`src/rtl/matrix_sequencer.sv`:
```
// Control FSM for the matrix processor: one matrix load, then per work item a
// vector load, multiply-accumulate pass, optional perspective divide and writeback.
module matrix_sequencer #(
    parameter int DIM   = 4,
    parameter int WI_W  = 16,
    parameter int CNT_W = $clog2(DIM*DIM)
) (
    input  logic             clk,
    input  logic             rst,
    input  logic             start,
    input  logic [WI_W-1:0]  wi_count,
    input  logic             persp_en,
    input  logic             abort,
    input  logic             div_done,
    output logic             busy,
    output logic             done,
    output logic [CNT_W-1:0] elem_idx,
    output logic             load_matrix,
    output logic             load_vector,
    output logic             read_addr_src,
    output logic             fma_en,
    output logic             acc_write_en,
    output logic             start_div,
    output logic             write_en,
    output logic             wi_advance
);

    typedef enum logic [2:0] {
        IDLE,
        LOAD_MATRIX,
        LOAD_VECTOR,
        PROCESS,
        START_DIV,
        WAIT_DIV,
        WRITE
    } state_t;

    localparam logic [CNT_W-1:0] LAST_ELEM = CNT_W'(DIM*DIM - 1);
    localparam logic [CNT_W-1:0] LAST_COL  = CNT_W'(DIM - 1);
    localparam logic [CNT_W-1:0] DIM_C     = CNT_W'(DIM);

    state_t          state;
    state_t          stateNext;
    logic [WI_W-1:0] remaining;
    logic            perspMode;
    logic            doneNext;
    logic            lastWrite;
    logic            rowEnd;
    logic            counting;
    logic            accept;

    assign lastWrite = (state == WRITE) && (elem_idx == LAST_COL);
    assign rowEnd    = (elem_idx % DIM_C) == LAST_COL;
    assign counting  = (state == LOAD_MATRIX) || (state == LOAD_VECTOR) ||
                       (state == PROCESS) || (state == WRITE);
    assign accept    = (state == IDLE) && start && (wi_count != '0);

    always_comb begin
        stateNext = state;
        doneNext  = 1'b0;
        case (state)
            IDLE: begin
                if (start) begin
                    if (wi_count != '0) stateNext = LOAD_MATRIX;
                    else                doneNext  = 1'b1;
                end
            end
            LOAD_MATRIX: if (elem_idx == LAST_ELEM) stateNext = LOAD_VECTOR;
            LOAD_VECTOR: if (elem_idx == LAST_COL)  stateNext = PROCESS;
            PROCESS: begin
                if (elem_idx == LAST_ELEM) stateNext = perspMode ? START_DIV : WRITE;
            end
            START_DIV: stateNext = WAIT_DIV;
            WAIT_DIV:  if (div_done) stateNext = WRITE;
            WRITE: begin
                if (lastWrite) begin
                    if (remaining == WI_W'(1)) begin
                        stateNext = IDLE;
                        doneNext  = 1'b1;
                    end else begin
                        stateNext = LOAD_VECTOR;
                    end
                end
            end
            default: stateNext = IDLE;
        endcase
        // abort overrides every transition, including completion
        if (abort && (state != IDLE)) begin
            stateNext = IDLE;
            doneNext  = 1'b0;
        end
    end

    always_ff @(posedge clk or posedge rst) begin
        if (rst) begin
            state     <= IDLE;
            elem_idx  <= '0;
            remaining <= '0;
            perspMode <= 1'b0;
            done      <= 1'b0;
        end else begin
            state <= stateNext;
            done  <= doneNext;
            if (stateNext != state) elem_idx <= '0;
            else if (counting)      elem_idx <= elem_idx + CNT_W'(1);
            if (accept) begin
                remaining <= wi_count;
                perspMode <= persp_en;
            end else if (lastWrite && !abort) begin
                remaining <= remaining - WI_W'(1);
            end
        end
    end

    always_comb begin
        busy          = (state != IDLE);
        load_matrix   = 1'b0;
        load_vector   = 1'b0;
        read_addr_src = 1'b0;
        fma_en        = 1'b0;
        acc_write_en  = 1'b0;
        start_div     = 1'b0;
        write_en      = 1'b0;
        wi_advance    = 1'b0;
        case (state)
            LOAD_MATRIX: load_matrix = 1'b1;
            LOAD_VECTOR: begin
                load_vector   = 1'b1;
                read_addr_src = 1'b1;
            end
            PROCESS: begin
                fma_en       = 1'b1;
                acc_write_en = rowEnd;
            end
            START_DIV: start_div = 1'b1;
            WRITE: begin
                write_en   = 1'b1;
                fma_en     = perspMode;
                wi_advance = lastWrite;
            end
            default: ;
        endcase
    end

endmodule

```
`config.mk`:
```
export PLATFORM = sky130hd
export DESIGN_NAME = matrix_sequencer
export DESIGN_NICKNAME = d
export VERILOG_FILES = /design/src/rtl/matrix_sequencer.sv
export SDC_FILE = /design/constraint.sdc
export NUM_CORES = 1
export LEC_CHECK = 0
export BUFFER_PORTS_ARGS = -buffer_cell sky130_fd_sc_hd__buf_2
export CAP_MARGIN = 20
export CORE_MARGIN = 2
export CORE_UTILIZATION = 33
export DETAILED_ROUTE_END_ITERATION = 7
export PLACE_DENSITY_LB_ADDON = 0.05
export SLEW_MARGIN = 20
export SYNTH_ARGS = -nofsm -noshare
export SYNTH_HDL_FRONTEND = slang
export SYNTH_SLANG_ARGS = --single-unit
```
`constraint.sdc`:
```
create_clock -name clk -period 2.4 [get_ports clk]
set_clock_uncertainty 0.1 [all_clocks]
set_input_delay 0.12 -clock clk [delete_from_list [all_inputs] [get_ports clk]]
set_output_delay 0.12 -clock clk [all_outputs]
set_load 0.005 [all_outputs]
```
==> reports/metrics.yaml, run 1 <==
worst_setup_path:
  ff2ff_setup_slack_ns: 0.31
  cp_top_family: "buffers and inverters"
  r2r-start: "elem_idx[0]"
  required_ns: 2.46
  critPathLaunchType: "primary input"
  end_kind: "flip-flop"
  worstPathCellList: "dlygate4sd3_1 > buf_2 > nor4_1 > and4_1 > nor2_2 > buf_4 > a221o_2"
  crit_slowest_cell: "dlygate4sd3_1"
  crit_arrival_ns: 2.22
  path_max_fanout: 18
  critPathKind: "primary input to flip-flop"
  crit_buf_inv: 3
  reg2reg_depth: 6
  slowest_delay_ns: 0.53
  r2r-end: "remaining[7]"
synth:
  ys_seq_area_share_pct: 36.8
  synth_ff_type: "dfrtp_1"
  synthArstFlopShare_pct: 100
  synth_commonest_cells: "dfrtp_1 (25), nand2_1 (22), nor2_1 (16), o21ai_0 (11), nor3_1 (10)"
  ys_top_cells_by_area: "dfrtp_1 (37%), nand2_1 (4.9%), nor2_1 (3.5%), o211ai_1 (3.5%), o21ai_0 (3.2%)"
  yosysUniqueCellTypes: 51
  yosysMostFrequentCell: "dfrtp_1"
  synth-edff-count: 0
  syn_avg_cell_area_um2: 8.77
  yosysWarnings: 0
  ys_seq_elements: 25
  synth_top_cell_by_area: "dfrtp_1"
  synth_top_cell_area_share_pct: 36.8
  syn_area_mm2: 0.00170
  syn_inst: 194
  syn-num-nets: 219
route:
  drcViolationCount: 0
  via_per_inst: 5.40
  ant_nets: 0
  drt_pass1_iterations: 4
  drt-total-wl_um: 4660
  drt-initial-drc-count: 66
  vias: 1673
  wl_per_cell_um: 15.0
clock_network:
  cts-resized-gates: 0
  post_cts_buffers: 0
  cts_root_buffer: "clkbuf_8"
  clkLatencyLatePin_ns: 0.28
  cts_buffers: 3
  clkSinkCount: 25
  clock_path_buffers: 2
  cts_tree: "built"
  cts_htree_levels: 1
  clkSlewWorstSetupHoldPaths_ns: 0.09
floorplan:
  core_area_mm2: 0.00504
  die_area_mm2: 0.00575
  chipHeight_um: 75.8
  ioPinCount: 36
  die_w_um: 75.8
  rows: 26
  start_util_pct: 33.7
grt:
  grt_max_degree: 26
  grt_overflow: 0
  grt_pass1_wl_um: 7650
  grtUsageTotal_pct: 17.5
  antenna_found_initial: 0
  grt_pass1_vias: 1620
final_layout:
  drive_gt1_share_pct: 24.2
  antennaDiodeCount: 0
  syn_to_final_growth_pct: 23.9
  final_nets: 266
  instances_no_fill: 310
placed_design:
  io_buffer_count: 35
  dp_hpwl_um: 3540
  place_congestion: 0.832
  place_worst_setup_slack_ns: 0.322
  place_inst: 296
timing:
  tightest_slew_ns: 0.470
  slew_headroom_pct: 68.7
  slew_violations: 0
  hold_viol: 0
  setup_viol: 0
  period_share_pct: 89.9
  holdWs_ns: 0.00159
  rsz0062_at_grt: "false"
  fin_crit_ns: 2.16
  fin_ws_ns: 0.243
  fmax_mhz: 464
  tns_ns: 0
hold_path:
  worstHoldPathCells: 2
  hold_class: "primary input to flip-flop"
  hp-start: "wi_count[15]"
  whs_endpoint: "remaining[15]"
run:
  cap_violations: 0
power:
  power-per-cell-area_mw_per_mm2: 829
  p_leak_nw: 0.916
  ir_drop_mv: 0.357
run_status:
  status: "complete, no violations"
stage by stage:
| step | area, um^2 | total power, mW | utilization, % |
|---|---|---|---|
| 6_report | 2110 | 1.75 | 41.8 |
| 5_1_grt | 2110 | 1.89 | 41.8 |
| 4_1_cts | 2110 | 1.77 | 41.8 |
| 3_5_place_dp | 1960 | 1.49 | 38.9 |
| 3_3_place_gp | 1960 | 1.46 | 38.9 |
| 2_1_floorplan | 1700 | 1.26 | - |
state kept, by name, indices dropped and copies added, names as in the netlist:
| name | cells |
|---|---|
| done | 1 |
| remaining | 16 |
| perspMode | 1 |
| elem_idx | 4 |
| state | 3 |
what timing repair did:
| action | CTS | global route |
|---|---|---|
| endpoints found under the hold margin | 34 | 0 |
| hold buffers | 10 | 0 |
| endpoints found under the setup margin | 0 | 0 |
worst max path at each step:
stage / slack (ns) / startpoint / cells after the start / endpoint
floorplan: 0.51 / elem_idx[0] / 6 / remaining[10]
global placement: 0.38 / elem_idx[0] / 6 / remaining[10]
detailed placement: 0.32 / elem_idx[0] / 6 / remaining[12]
CTS: 0.20 / wi_count[4] / 7 / remaining[10]
global route: 0.12 / elem_idx[0] / 5 / elem_idx[2]
finish: 0.24 / wi_count[4] / 7 / remaining[10]
cell usage in the layout, fill, tap and decap left out, types with 4 or more instances in the layout:
cell / Yosys / final
and3_1: 4 / 4
o21ai_0: 11 / 11
buf_2: 5 / 35
dlygate4sd3_1: 0 / 10
nand2_1: 22 / 22
nor2_1: 16 / 16
dfrtp_1: 25 / 25
buf_4: 1 / 5
a31oi_1: 6 / 6
inv_1: 8 / 8
nor4_1: 5 / 5
or3_1: 4 / 4
nand3_1: 5 / 5
o311ai_0: 5 / 5
o21ai_1: 5 / 5
nor3_1: 10 / 10
a21oi_1: 5 / 5
o211ai_1: 8 / 8
power breakdown:
group          total [mW]  switching, mW  leakage (nW)  internal [mW]
Clock               0.260          0.144        0.0255          0.116
Combinational       0.729          0.400         0.575          0.329
Sequential          0.759          0.176         0.316          0.583
Total                1.75          0.720         0.916           1.03
logic make-up after synthesis:
group	share of synthesized area [%]
and+or+nand+nor	30.7
AOI/OAI and AO/OA	22.2
DFF	36.8
buffers and inverters	4.34
xor gates and xnor gates	2.57
adders and majority gates	2.21
muxes	1.18
routing by layer:
layer  up-vias  wire (um)  track usage [%]  part of all wire (%)
met5         -          0                0                     0
met4         0         80             6.24                   1.7
met3         7        166             1.59                   3.6
met2        45       2280             30.7                    49
met1       792       2130             22.2                    46
li1        829          -                -                     -
final cells by class:
class | instances | area [um^2]
clock buffers | 3 | 41.3
clock inverters | 1 | 5.00
fillers | 525 | 2930
inverters | 9 | 33.8
multi-input cells | 152 | 1000
flip-flops and latches | 25 | 626
well taps | 70 | 87.6
repair buffers | 50 | 313
Note: power is estimated with default switching activity, not from simulation.
==> run 2: changes to the inputs <==
--- a/config.mk
+++ b/config.mk
@@ -5,12 +5,14 @@
 export SDC_FILE = /design/constraint.sdc
 export NUM_CORES = 1
 export LEC_CHECK = 0
+export ABC_AREA = 0
 export BUFFER_PORTS_ARGS = -buffer_cell sky130_fd_sc_hd__buf_2
 export CAP_MARGIN = 20
 export CORE_MARGIN = 2
 export CORE_UTILIZATION = 33
 export DETAILED_ROUTE_END_ITERATION = 7
 export PLACE_DENSITY_LB_ADDON = 0.05
+export SETUP_SLACK_MARGIN = 0.05
 export SLEW_MARGIN = 20
 export SYNTH_ARGS = -nofsm -noshare
 export SYNTH_HDL_FRONTEND = slang
==> constraint.sdc (replaced) <==
create_clock -name clk -period 2.7 [get_ports clk]
set_clock_uncertainty 0.1 [all_clocks]
set_input_delay 0.135 -clock clk [delete_from_list [all_inputs] [get_ports clk]]
set_output_delay 0.135 -clock clk [all_outputs]
set_load 0.005 [all_outputs]
==> run 2 against run 1 <==
Hold slack improved by 0.0066 ns. Sequential cell count did not move. Die area did not move. Global-route usage fell by 0.69 points. Largest cell class unchanged. Power fell by 12%. Sequential power fell by 9.1%.
==> reports/metrics.yaml, run 2 (synthesis results as in run 1) <==
final_layout:
  layout_commonest_cell: "buf_2"  # unchanged
  reg.largest.list: "remaining x16, elem_idx x4, state x3"  # unchanged
  antennaDiodeCount: 0  # unchanged
  layout_common_cells: "buf_2 (35), dfrtp_1 (25), nand2_1 (22), nor2_1 (16), o21ai_0 (11)"  # unchanged
  top_register: "remaining"  # unchanged
  nFillCells: 540  # was 525
  instances_no_fill: 302  # was 310
  syn_to_final_growth_pct: 19.6  # was 23.9%
  drive_gt1_share_pct: 23.3  # was 24.2%
  largest_reg_flops: 16  # unchanged
  final_nets: 258  # was 266
clock_network:
  clkLatencyLatePin_ns: 0.27  # was 0.28 ns
  clkSlewWorstSetupHoldPaths_ns: 0.09  # about the same
  post_cts_buffers: 0  # unchanged
  cts-resized-gates: 0  # unchanged
  cts_htree_levels: 1  # unchanged
  cts_tree: "built"  # unchanged
  cts_root_buffer: "clkbuf_8"  # unchanged
  clkSinkCount: 25  # unchanged
  clock_path_buffers: 2  # unchanged
  cts_buffers: 3  # unchanged
  cts_hold_repair.buffers: 4  # was 10
timing:
  fmax_mhz: 457
  tns_ns: 0  # unchanged
  tightest_slew_ns: 0.922  # was 0.470 ns
  holdWs_ns: 0.00816  # was 0.00159 ns
  period_share_pct: 81.0
  rsz0062_at_grt: "false"  # unchanged
  setup_viol: 0  # unchanged
  fin_crit_ns: 2.19
  hold_viol: 0  # unchanged
  slew_headroom_pct: 38.1  # was 68.7%
  slew_violations: 0  # unchanged
power:
  p_switching_mw: 0.633  # was 0.720 mW
  p_comb_share_pct: 40.1  # was 41.7%
  power.internal_mw: 0.900  # was 1.03 mW
  p_sw_share_pct: 41.3  # was 41.2%
  p_leak_nw: 0.875  # was 0.916 nW
  p_seq_share_pct: 45.0  # was 43.4%
  ir_drop_mv: 0.256  # was 0.357 mV
  power-per-cell-area_mw_per_mm2: 753  # was 829 mW/mm^2
  clkPwrFrac_pct: 14.8  # was 14.9%
floorplan:
  core_area_mm2: 0.00504  # unchanged
  rows: 26  # unchanged
  chipHeight_um: 75.8  # unchanged
  die_area_mm2: 0.00575  # unchanged
  start_util_pct: 33.7  # unchanged
  die_w_um: 75.8  # unchanged
  ioPinCount: 36  # unchanged
worst_setup_path:
  crit_arrival_ns: 2.27  # was 2.22 ns
  slowest_delay_ns: 0.54  # was 0.53 ns
  crit_slowest_cell: "o311ai_0"  # was dlygate4sd3_1
  critPathLaunchType: "flip-flop"  # was primary input
  critPathKind: "flip-flop to flip-flop"  # was primary input to flip-flop
  path_max_fanout: 7  # was 18
  worstPathCellList: "ha_1 > and3_1 > o311ai_0 > mux2i_1 > nor3_1"  # was dlygate4sd3_1 > buf_2 > nor4_1 > and4_1 > nor2_2 > buf_4 > a221o_2
  required_ns: 2.78  # was 2.46 ns
  end_kind: "flip-flop"  # unchanged
run_status:
  status: "complete, no violations"  # unchanged
route:
  drt_pass1_iterations: 4  # unchanged
  wl_per_cell_um: 15.2  # was 15.0 um
  vias: 1614  # was 1673
  m1WireLength_um: 2130  # about the same
  via_per_inst: 5.34  # was 5.40
  ant_nets: 0  # unchanged
  top_layer: "met4"  # unchanged
  drt-total-wl_um: 4590  # was 4660 um
  drcViolationCount: 0  # unchanged
  wl_met2_um: 2220  # was 2280 um
  drt-initial-drc-count: 85  # was 66
  dr_wl_met3_um: 158  # was 166 um
grt:
  antenna_found_initial: 0  # unchanged
  grt_overflow: 0  # unchanged
  grt_max_degree: 26  # unchanged
  grt_pass1_vias: 1505  # was 1620
  grtUsageTotal_pct: 16.8  # was 17.5%
  grt_pass1_wl_um: 7270  # was 7650 um
placed_design:
  dp_hpwl_um: 3470  # was 3540 um
  io_buffer_count: 35  # unchanged
  place_congestion: 0.868  # was 0.832
  place_inst: 293  # was 296
hold_path:
  hold_class: "primary input to flip-flop"  # unchanged
run:
  cap_violations: 0  # unchanged
-- run 2: path summary, 6_finish.rpt --
path	cells past startpoint	start	endpoint	slack (ns)
max	5	elem_idx[0]	elem_idx[0]	0.51
min	2	wi_count[14]	remaining[14]	0.008
min reg2reg	1	remaining[9]	remaining[9]	0.42
max reg2reg	5	elem_idx[0]	elem_idx[0]	0.51
min in group asynchronous	3	rst	state[2]	0.39
max in group asynchronous	3	rst	remaining[0]	1.68
-- run 2: stage by stage --
stage	setup WS (ns)	total power, mW	instance area, um^2	utilization (%)
2_1_floorplan	0.806	1.12	1700	-
3_3_place_gp	0.500	1.29	1940	38.5
3_5_place_dp	0.538	1.30	1940	38.5
4_1_cts	0.458	1.54	2020	40.1
5_1_grt	0.383	1.66	2030	40.3
6_report	0.512	1.53	2030	40.3
-- run 2: layer usage --
metal / up-vias / track usage (%)
li1: 805 / -
met1: 764 / 22.5
met2: 39 / 27.8
met3: 6 / 1.59
met4: 0 / 6.63
met5: - / 0
-- run 2: cell type report --
class / count / area [um^2] / area share (%)
multi-input combinational: 152 / 1000 / 49.3
sequential: 25 / 626 / 30.8
timing repair buffer: 42 / 240 / 11.8
tap: 70 / 87.6 / 4.31
clock buffer: 4 / 45.0 / 2.21
inverter: 9 / 33.8 / 1.66
-- run 2: critical path, delay by kind of cell (launching register included) --
kind / cells / cell delay [ns]
compound gates: 1 / 0.54
fa+ha+maj: 1 / 0.31
flops: 1 / 0.42
mux: 1 / 0.26
simple gates: 2 / 0.47
-- run 2: power groups by stage --
stage | registers (mW) | clock network (mW) | logic, mW
after floorplan | 0.627 | 0 | 0.490
after detailed placement | 0.691 | 0 | 0.612
after global placement | 0.686 | 0 | 0.608
after CTS | 0.686 | 0.235 | 0.620
final | 0.690 | 0.227 | 0.615
after global routing | 0.713 | 0.252 | 0.697
